--- src/rtl/hazard_ctrl_if.sv ---
// Hazard-controller bundle: pipeline hazard inputs in, stage hold/bubble/flush controls and counters out.
// The master modport is the pipeline side and the slave modport is the controller side.
interface hazard_ctrl_if #(
  parameter int CNT_W = 32
);
  logic             MemRead_ex;
  logic [4:0]       Rd_ex;
  logic [4:0]       Rs1_id;
  logic [4:0]       Rs2_id;
  logic             rs1_used_id;
  logic             rs2_used_id;
  logic             redirect_ex;
  logic             mem_access_mem;
  logic             dmem_ready;
  logic             pc_hold;
  logic             if_id_hold;
  logic             if_id_flush;
  logic             id_ex_bubble;
  logic             id_ex_flush;
  logic             back_hold;
  logic             mem_timeout_err;
  logic [CNT_W-1:0] stall_cycles;
  logic [CNT_W-1:0] flush_events;

  modport master (
    output MemRead_ex, Rd_ex, Rs1_id, Rs2_id, rs1_used_id, rs2_used_id,
           redirect_ex, mem_access_mem, dmem_ready,
    input  pc_hold, if_id_hold, if_id_flush, id_ex_bubble, id_ex_flush,
           back_hold, mem_timeout_err, stall_cycles, flush_events
  );

  modport slave (
    input  MemRead_ex, Rd_ex, Rs1_id, Rs2_id, rs1_used_id, rs2_used_id,
           redirect_ex, mem_access_mem, dmem_ready,
    output pc_hold, if_id_hold, if_id_flush, id_ex_bubble, id_ex_flush,
           back_hold, mem_timeout_err, stall_cycles, flush_events
  );
endinterface

--- src/rtl/hazard_ctrl.sv ---
// Five-stage pipeline hazard controller: load-use bubble, EX redirect flush, data-memory freeze; zero-latency controls.
// Backpressure comes from dmem_ready: a pending access freezes the whole pipe, with a memory-wait watchdog and saturating counters.
module hazard_ctrl #(
  parameter int CNT_W   = 32,
  parameter int TIMEOUT = 255
) (
  input  logic         clk,
  input  logic         rst,
  hazard_ctrl_if.slave hz
);

  typedef enum logic {RUN, MEM_WAIT} state_t;

  localparam logic [15:0]      TIMEOUT_V = TIMEOUT[15:0];
  localparam logic [CNT_W-1:0] CNT_MAX   = '1;
  localparam logic [CNT_W-1:0] CNT_ONE   = CNT_W'(1);

  state_t           r_state;
  state_t           w_next;
  logic [15:0]      r_wait_cnt;
  logic [15:0]      w_wait_inc;
  logic             r_timeout_err;
  logic [CNT_W-1:0] r_stall_cycles;
  logic [CNT_W-1:0] r_flush_events;

  logic w_freeze;
  logic w_load_use;
  logic w_pc_hold;
  logic w_if_id_hold;
  logic w_if_id_flush;
  logic w_id_ex_bubble;
  logic w_id_ex_flush;
  logic w_back_hold;

  assign w_load_use = hz.MemRead_ex && (hz.Rd_ex != 5'd0) &&
                      ((hz.rs1_used_id && (hz.Rs1_id == hz.Rd_ex)) ||
                       (hz.rs2_used_id && (hz.Rs2_id == hz.Rd_ex)));

  always_comb begin
    w_next         = r_state;
    w_freeze       = 1'b0;
    w_pc_hold      = 1'b0;
    w_if_id_hold   = 1'b0;
    w_if_id_flush  = 1'b0;
    w_id_ex_bubble = 1'b0;
    w_id_ex_flush  = 1'b0;
    w_back_hold    = 1'b0;

    case (r_state)
      RUN: begin
        if (hz.mem_access_mem && !hz.dmem_ready) begin
          w_freeze = 1'b1;
          w_next   = MEM_WAIT;
        end
      end
      MEM_WAIT: begin
        if (hz.dmem_ready) begin
          w_next = RUN;
        end else begin
          w_freeze = 1'b1;
        end
      end
      default: w_next = RUN;
    endcase

    // A frozen EX keeps redirect/load_use alive, so they are serviced on release.
    if (w_freeze) begin
      w_pc_hold    = 1'b1;
      w_if_id_hold = 1'b1;
      w_back_hold  = 1'b1;
    end else if (hz.redirect_ex) begin
      w_if_id_flush = 1'b1;
      w_id_ex_flush = 1'b1;
    end else if (w_load_use) begin
      w_pc_hold      = 1'b1;
      w_if_id_hold   = 1'b1;
      w_id_ex_bubble = 1'b1;
    end
  end

  always_ff @(posedge clk or posedge rst) begin
    if (rst) begin
      r_state <= RUN;
    end else begin
      r_state <= w_next;
    end
  end

  assign w_wait_inc = (r_wait_cnt == 16'hFFFF) ? r_wait_cnt : r_wait_cnt + 16'd1;

  always_ff @(posedge clk or posedge rst) begin
    if (rst) begin
      r_wait_cnt    <= 16'd0;
      r_timeout_err <= 1'b0;
    end else if (r_state == RUN) begin
      r_wait_cnt <= 16'd0;
    end else if (!hz.dmem_ready) begin
      r_wait_cnt <= w_wait_inc;
      if (w_wait_inc >= TIMEOUT_V) begin
        r_timeout_err <= 1'b1;
      end
    end
  end

  always_ff @(posedge clk or posedge rst) begin
    if (rst) begin
      r_stall_cycles <= '0;
      r_flush_events <= '0;
    end else begin
      if (w_pc_hold && (r_stall_cycles != CNT_MAX)) begin
        r_stall_cycles <= r_stall_cycles + CNT_ONE;
      end
      if (w_if_id_flush && (r_flush_events != CNT_MAX)) begin
        r_flush_events <= r_flush_events + CNT_ONE;
      end
    end
  end

  assign hz.pc_hold         = w_pc_hold;
  assign hz.if_id_hold      = w_if_id_hold;
  assign hz.if_id_flush     = w_if_id_flush;
  assign hz.id_ex_bubble    = w_id_ex_bubble;
  assign hz.id_ex_flush     = w_id_ex_flush;
  assign hz.back_hold       = w_back_hold;
  assign hz.mem_timeout_err = r_timeout_err;
  assign hz.stall_cycles    = r_stall_cycles;
  assign hz.flush_events    = r_flush_events;

endmodule

--- src/flat_wrapper.sv ---
// flat-port wrapper written by rule: the top's interface ports become plain ports
module hazard_ctrl_flat 
#(
  parameter int CNT_W   = 32,
  parameter int TIMEOUT = 255
)
  (clk, rst, hz_MemRead_ex, hz_Rd_ex, hz_Rs1_id, hz_Rs2_id, hz_rs1_used_id, hz_rs2_used_id, hz_redirect_ex, hz_mem_access_mem, hz_dmem_ready, hz_pc_hold, hz_if_id_hold, hz_if_id_flush, hz_id_ex_bubble, hz_id_ex_flush, hz_back_hold, hz_mem_timeout_err, hz_stall_cycles, hz_flush_events);
  hazard_ctrl_if #(.CNT_W(CNT_W)) hz_i ();
  input  logic clk;
  input  logic rst;
  input wire logic [$bits(hz_i.MemRead_ex)-1:0] hz_MemRead_ex;
  input wire logic [$bits(hz_i.Rd_ex)-1:0] hz_Rd_ex;
  input wire logic [$bits(hz_i.Rs1_id)-1:0] hz_Rs1_id;
  input wire logic [$bits(hz_i.Rs2_id)-1:0] hz_Rs2_id;
  input wire logic [$bits(hz_i.rs1_used_id)-1:0] hz_rs1_used_id;
  input wire logic [$bits(hz_i.rs2_used_id)-1:0] hz_rs2_used_id;
  input wire logic [$bits(hz_i.redirect_ex)-1:0] hz_redirect_ex;
  input wire logic [$bits(hz_i.mem_access_mem)-1:0] hz_mem_access_mem;
  input wire logic [$bits(hz_i.dmem_ready)-1:0] hz_dmem_ready;
  output wire logic [$bits(hz_i.pc_hold)-1:0] hz_pc_hold;
  output wire logic [$bits(hz_i.if_id_hold)-1:0] hz_if_id_hold;
  output wire logic [$bits(hz_i.if_id_flush)-1:0] hz_if_id_flush;
  output wire logic [$bits(hz_i.id_ex_bubble)-1:0] hz_id_ex_bubble;
  output wire logic [$bits(hz_i.id_ex_flush)-1:0] hz_id_ex_flush;
  output wire logic [$bits(hz_i.back_hold)-1:0] hz_back_hold;
  output wire logic [$bits(hz_i.mem_timeout_err)-1:0] hz_mem_timeout_err;
  output wire logic [$bits(hz_i.stall_cycles)-1:0] hz_stall_cycles;
  output wire logic [$bits(hz_i.flush_events)-1:0] hz_flush_events;
  assign hz_i.MemRead_ex = hz_MemRead_ex;
  assign hz_i.Rd_ex = hz_Rd_ex;
  assign hz_i.Rs1_id = hz_Rs1_id;
  assign hz_i.Rs2_id = hz_Rs2_id;
  assign hz_i.rs1_used_id = hz_rs1_used_id;
  assign hz_i.rs2_used_id = hz_rs2_used_id;
  assign hz_i.redirect_ex = hz_redirect_ex;
  assign hz_i.mem_access_mem = hz_mem_access_mem;
  assign hz_i.dmem_ready = hz_dmem_ready;
  assign hz_pc_hold = hz_i.pc_hold;
  assign hz_if_id_hold = hz_i.if_id_hold;
  assign hz_if_id_flush = hz_i.if_id_flush;
  assign hz_id_ex_bubble = hz_i.id_ex_bubble;
  assign hz_id_ex_flush = hz_i.id_ex_flush;
  assign hz_back_hold = hz_i.back_hold;
  assign hz_mem_timeout_err = hz_i.mem_timeout_err;
  assign hz_stall_cycles = hz_i.stall_cycles;
  assign hz_flush_events = hz_i.flush_events;
  hazard_ctrl #(.CNT_W(CNT_W), .TIMEOUT(TIMEOUT)) u_core (.clk(clk), .rst(rst), .hz(hz_i));
endmodule
--- config.mk ---
export PLATFORM = sky130hd
export DESIGN_NAME = hazard_ctrl_flat
export DESIGN_NICKNAME = d
export VERILOG_FILES = /design/src/rtl/hazard_ctrl_if.sv /design/src/rtl/hazard_ctrl.sv /design/src/flat_wrapper.sv
export SDC_FILE = /design/constraint.sdc
export NUM_CORES = 1
export LEC_CHECK = 0
export BUFFER_PORTS_ARGS = -buffer_cell sky130_fd_sc_hd__buf_4
export CAP_MARGIN = 20
export CORE_MARGIN = 2
export CORE_UTILIZATION = 35
export DETAILED_ROUTE_END_ITERATION = 8
export GPL_ROUTABILITY_DRIVEN = 1
export SLEW_MARGIN = 20
export SYNTH_ARGS = -nofsm -noshare
export SYNTH_HDL_FRONTEND = slang
export SYNTH_SLANG_ARGS = --single-unit
--- constraint.sdc ---
create_clock -name clk -period 2.81 [get_ports clk]
set_input_delay 0.562 -clock clk [delete_from_list [all_inputs] [get_ports clk]]
set_output_delay 0.562 -clock clk [all_outputs]
set_load 0.05 [all_outputs]
* After elaboration in Yosys (flattened, before gate mapping)
Cells that the tools add are included.
** Word-level totals
- Register bits :: 82
- Output and inout bits :: 71
- Input port bits :: 23
** Cells by class
- Bitwise gates (word level) :: 2
- Equality and inequality tests :: 6
- Reductions and logical operators :: 11
- $lt $le $gt $ge :: 1
- Mux-type cells :: 13
- $add $sub $neg :: 3
** Operator list (count)
- 32-bit by 1-bit adder with 32-bit output, second input constant :: 2
- 32-bit inequality test, second input constant :: 2
- 16-bit two-way mux :: 3
- 16-bit by 1-bit adder with 16-bit output, second input constant :: 1
- 16-bit equality test, second input constant :: 1
- 16-bit by 8-bit greater-or-equal comparator with 1-bit output, second input constant :: 1
- 5-bit equality test :: 2
- 1-bit two-way mux :: 9
- 1-bit logical AND :: 7
- 5-bit nonzero test :: 1
- 3-bit AND reduction :: 1
- 2-bit inequality test, second input constant :: 1
- 1-bit NOT :: 2
- 1-bit case mux with 2 select lines :: 1
- 1-bit zero test :: 1
- 1-bit logical OR :: 1

* Longest topological paths before layout
- Depth after elaboration :: 8
- Mapped depth :: 8

* Worst setup path before layout
No wires, ideal clock.
- Kind :: reg-to-reg
- Start :: register u_core.r_stall_cycles[3], in the netlist u_core.hz.stall_cycles[3]
- End :: register u_core.r_stall_cycles[1], in the netlist u_core.hz.stall_cycles[1]
- Stages on the path, launching flop included :: 7
- Path slack :: 0.178 ns
- Setup time :: 0.128 ns
- Clock period less this slack :: 2.632 ns
- Path buffers :: 1
- Arrival time :: 2.504 ns
- Cells stage by stage :: dfrtp_1 -> and4_4 -> nand4_4 -> or4_4 -> o211ai_4 -> buf_6 -> mux2_1
** On the way
- Longest elaborated chain between the ends :: 2
** Ends and longest elaborated chain
- from (decl) :: line hazard_ctrl.sv:23 : logic [CNT_W-1:0] r_stall_cycles;
- from (signal assigned) :: line hazard_ctrl.sv:111 : r_stall_cycles <= r_stall_cycles + CNT_ONE;
- 32-bit inequality test :: line hazard_ctrl.sv:110 : if (w_pc_hold && (r_stall_cycles != CNT_MAX)) begin
- 1-bit logical AND :: line hazard_ctrl.sv:110
No other way between the ends.
A chain may end at the register's enable or synchronous reset.

* Worst setup path in the final report
- Start :: register u_core.r_state
- End :: output hz_pc_hold
** On the way
- Longest elaborated chain between the ends :: 3
** Ends and longest elaborated chain
- from (decl) :: line hazard_ctrl.sv:18 : state_t r_state;
- from (signal assigned) :: line hazard_ctrl.sv:85 : r_state <= w_next;
- 1-bit NOT
- 1-bit case mux with 2 select lines (*) :: line hazard_ctrl.sv:49 : case (r_state)
- 1-bit two-way mux (*) :: line hazard_ctrl.sv:67 : if (w_freeze) begin
- to (decl) :: line flat_wrapper.sv:20 : output wire logic [$bits(hz_i.pc_hold)-1:0] hz_pc_hold;
Mark *: on every way between the ends. The rest lies on a longest branch, timed or not.

==> impl_metrics.tcl <==
set metrics [dict create \
    status "finished, final reports clean" \
    place_hpwl_um 8310 \
    layout.nets 581 \
    vias 3738 \
    diodes 0 \
    cts_buffers 9 \
    vias_per_cell 5.11 \
    drtPass1Iterations 5 \
    cts_setup_buffers 0 \
    antenna_left 0 \
    synth.distinct_cells 50 \
    hold_buffers 0 \
    hold_viol 0 \
    start_util_pct 35.5 \
    row_count 41 \
    root_buffer "clkbuf_16" \
    synth_ff_type "dfrtp_1" \
    antenna_found_initial 0 \
    totalWireLength_um 11300 \
    power_leakage_nw 2.66 \
    yosys_warnings 0 \
    skew_ns 0.00548 \
    grt_pass1_vias 3577 \
    setup_tns_ns 0 \
    startpoint_type "flip-flop" \
    busiest_layer "met2" \
    routedWlPerCell_um 15.4 \
    tightest_slew_ns 0.728 \
    use_met2_pct 26.7 \
    fmax_mhz 407 \
    grt_start_max_net_pins 44 \
    vdd.ir_drop.worst_uv 445 \
    core_area_um2 12500 \
    gp_congestion 0.852 \
    cts_sinks 82 \
    min_path_type "in -> async" \
    cp-end-kind "output pin" \
    finalSetupViolCount 0 \
    insertion_delay_ns 0.34 \
    synth_seq_cells 82 \
    syn_area_per_cell_um2 9.71 \
    total_power_mw 3.29 \
    groute.usage.overall_pct 17.3 \
    ctsResizeCount 0 \
    synth-edff-count 0 \
    synth_area_leader_cell "dfrtp_1" \
    seq_area_frac_synth_pct 46.2 \
    synth_top_area_share_pct 46.2 \
    die_h_um 117 \
    tritoncts "yes" \
    syn_to_final_growth_pct 26.9 \
    path_class "reg -> out" \
    die_area_um2 13600 \
    route.detailed.drc 0 \
    layout_min_cycle_time_ns 2.46 \
    maxSlewHeadroom_pct 51.4 \
    rsz0062_at_grt "no" \
    use_met3_pct 3.74 \
    drv_slew 0 \
    htreeDepth 3 \
    drtIter0Drc 205 \
    clk_path_buf_depth 2 \
    ys_async_sr_fraction_pct 100 \
    synth_area_leaders "dfrtp_1 46%, xor2_1 8.5%, xnor2_1 7.9%, nand3_1 4.1%, nor2_1 3.5%" \
    nFillCells 1221 \
    cp.required_ns 2.25 \
    cp_max_fo 6 \
    syn_area_um2 4450 \
    syn_inst 458 \
    synth_nets 484 \
    timing.max_cap.violations 0 \
    r2r_slack_ns 0.42 \
    drive_gt1_share_pct 22.9 \
    num_io_pins 94 \
    clkTransAtPathRegs_ns 0.06 \
    power.density_nw_per_um2 584 \
    portBuffers 93 \
    cp.arrival_ns 1.89 \
    overflow 0 \
    grt_pass1_wl_um 18200 \
    die_w_um 117 \
    finalCritPeriodShare_pct 87.4 \
    use_met1_pct 23.8 \
]
-- where the power goes --
group / leakage, nW / internal [mW] / switching (mW)
combinational: 1.41 / 0.236 / 0.506
sequential: 1.10 / 1.26 / 0.123
clock: 0.142 / 0.705 / 0.463
-- cell usage in the layout, fill, tap and decap left out, types with 2 or more instances in the layout --
master       n
buf_4      101
dfrtp_1     82
xor2_1      43
nor2_1      42
nand2_1     40
xnor2_1     40
nand3_1     36
nand4_1     25
nor3_1      23
nor4_1      14
and3_1      11
a21oi_1     10
inv_1       10
clkbuf_16    9
and4_1       7
and2_1       6
mux2i_1      6
nand2b_1     6
a31oi_1      4
or2_2        3
clkinv_2     3
ha_1         3
o21ai_0      2
nor3b_1      2
nor4b_1      2
clkbuf_1     2
-- state kept, by name, summed over array words and instances, names as in the netlist --
signal / flops
u_core.hz.mem_timeout_err: 1
u_core.hz.flush_events: 32
u_core.hz.stall_cycles: 32
u_core.r_wait_cnt: 16
u_core.r_state: 1
-- cell type report --
type	count	area [um^2]	share of cell area (%)
timing repair buffer	102	778	13.8
clock buffer	12	246	4.37
clock inverter	3	40.0	0.710
multi-input combinational	349	2270	40.2
inverter	11	42.5	0.754
sequential	82	2050	36.4
tap	172	215	3.81
-- worst max-delay path, cell delays in order, from the launching register on --
cell	delay, ns
dfrtp_1	0.42
o21bai_1	0.47
inv_1	0.16
a21oi_1	0.22
inv_1	0.09
buf_4	0.19
-- final timing paths --
path,from,to,depth (start not counted)
setup / recovery,u_core.r_state,hz_pc_hold,5
hold / removal,rst,u_core.hz.flush_events[24],2
setup reg to reg,u_core.hz.stall_cycles[3],u_core.hz.stall_cycles[1],6
hold reg to reg,u_core.hz.flush_events[19],u_core.hz.flush_events[19],1
max in group asynchronous,rst,u_core.hz.stall_cycles[2],3
min in group clk,u_core.hz.flush_events[19],u_core.hz.flush_events[19],1
-- cell families after synthesis --
family	synth area share [%]
and+or+nand+nor	27.5
xor gates and xnor gates	16.4
DFF	46.2
AOI/OAI and AO/OA	4.45
buffers and inverters	2.81
muxes	1.86
adders and majority gates	0.844
-- synthesized netlist by cell type, types with 2 or more instances --
library cell / count
dfrtp_1: 82
xor2_1: 43
nor2_1: 42
nand2_1: 40
xnor2_1: 40
nand3_1: 36
nand4_1: 25
nor3_1: 23
nor4_1: 14
and3_1: 11
clkbuf_1: 11
inv_1: 11
a21oi_1: 10
and4_1: 7
and2_1: 6
mux2i_1: 6
nand2b_1: 6
a31oi_1: 4
ha_1: 3
or2_2: 3
buf_4: 2
buf_6: 2
nor3b_1: 2
nor4b_1: 2
o21ai_0: 2
-- per-stage QoR --
stage	std cells	instance area, um^2	util [%]	setup WS [ns]	hold WS, ns
6_report	731	5640	45.1	0.354	0.323
5_1_grt	731	5640	45.1	0.142	0.378
4_1_cts	731	5640	45.1	0.320	0.352
3_5_place_dp	716	5360	42.8	0.337	0.485
3_3_place_gp	716	5360	42.8	0.369	0.486
2_1_floorplan	458	4450	-	0.140	0.520
-- layer usage --
metal  vias to the layer above  part of all wire, %
li1                       1809                    -
met3                        12                  4.7
met2                        95                   47
met4                         0                  1.5
met5                         -                    0
met1                      1822                   46
(Power assumes the default switching activity.)
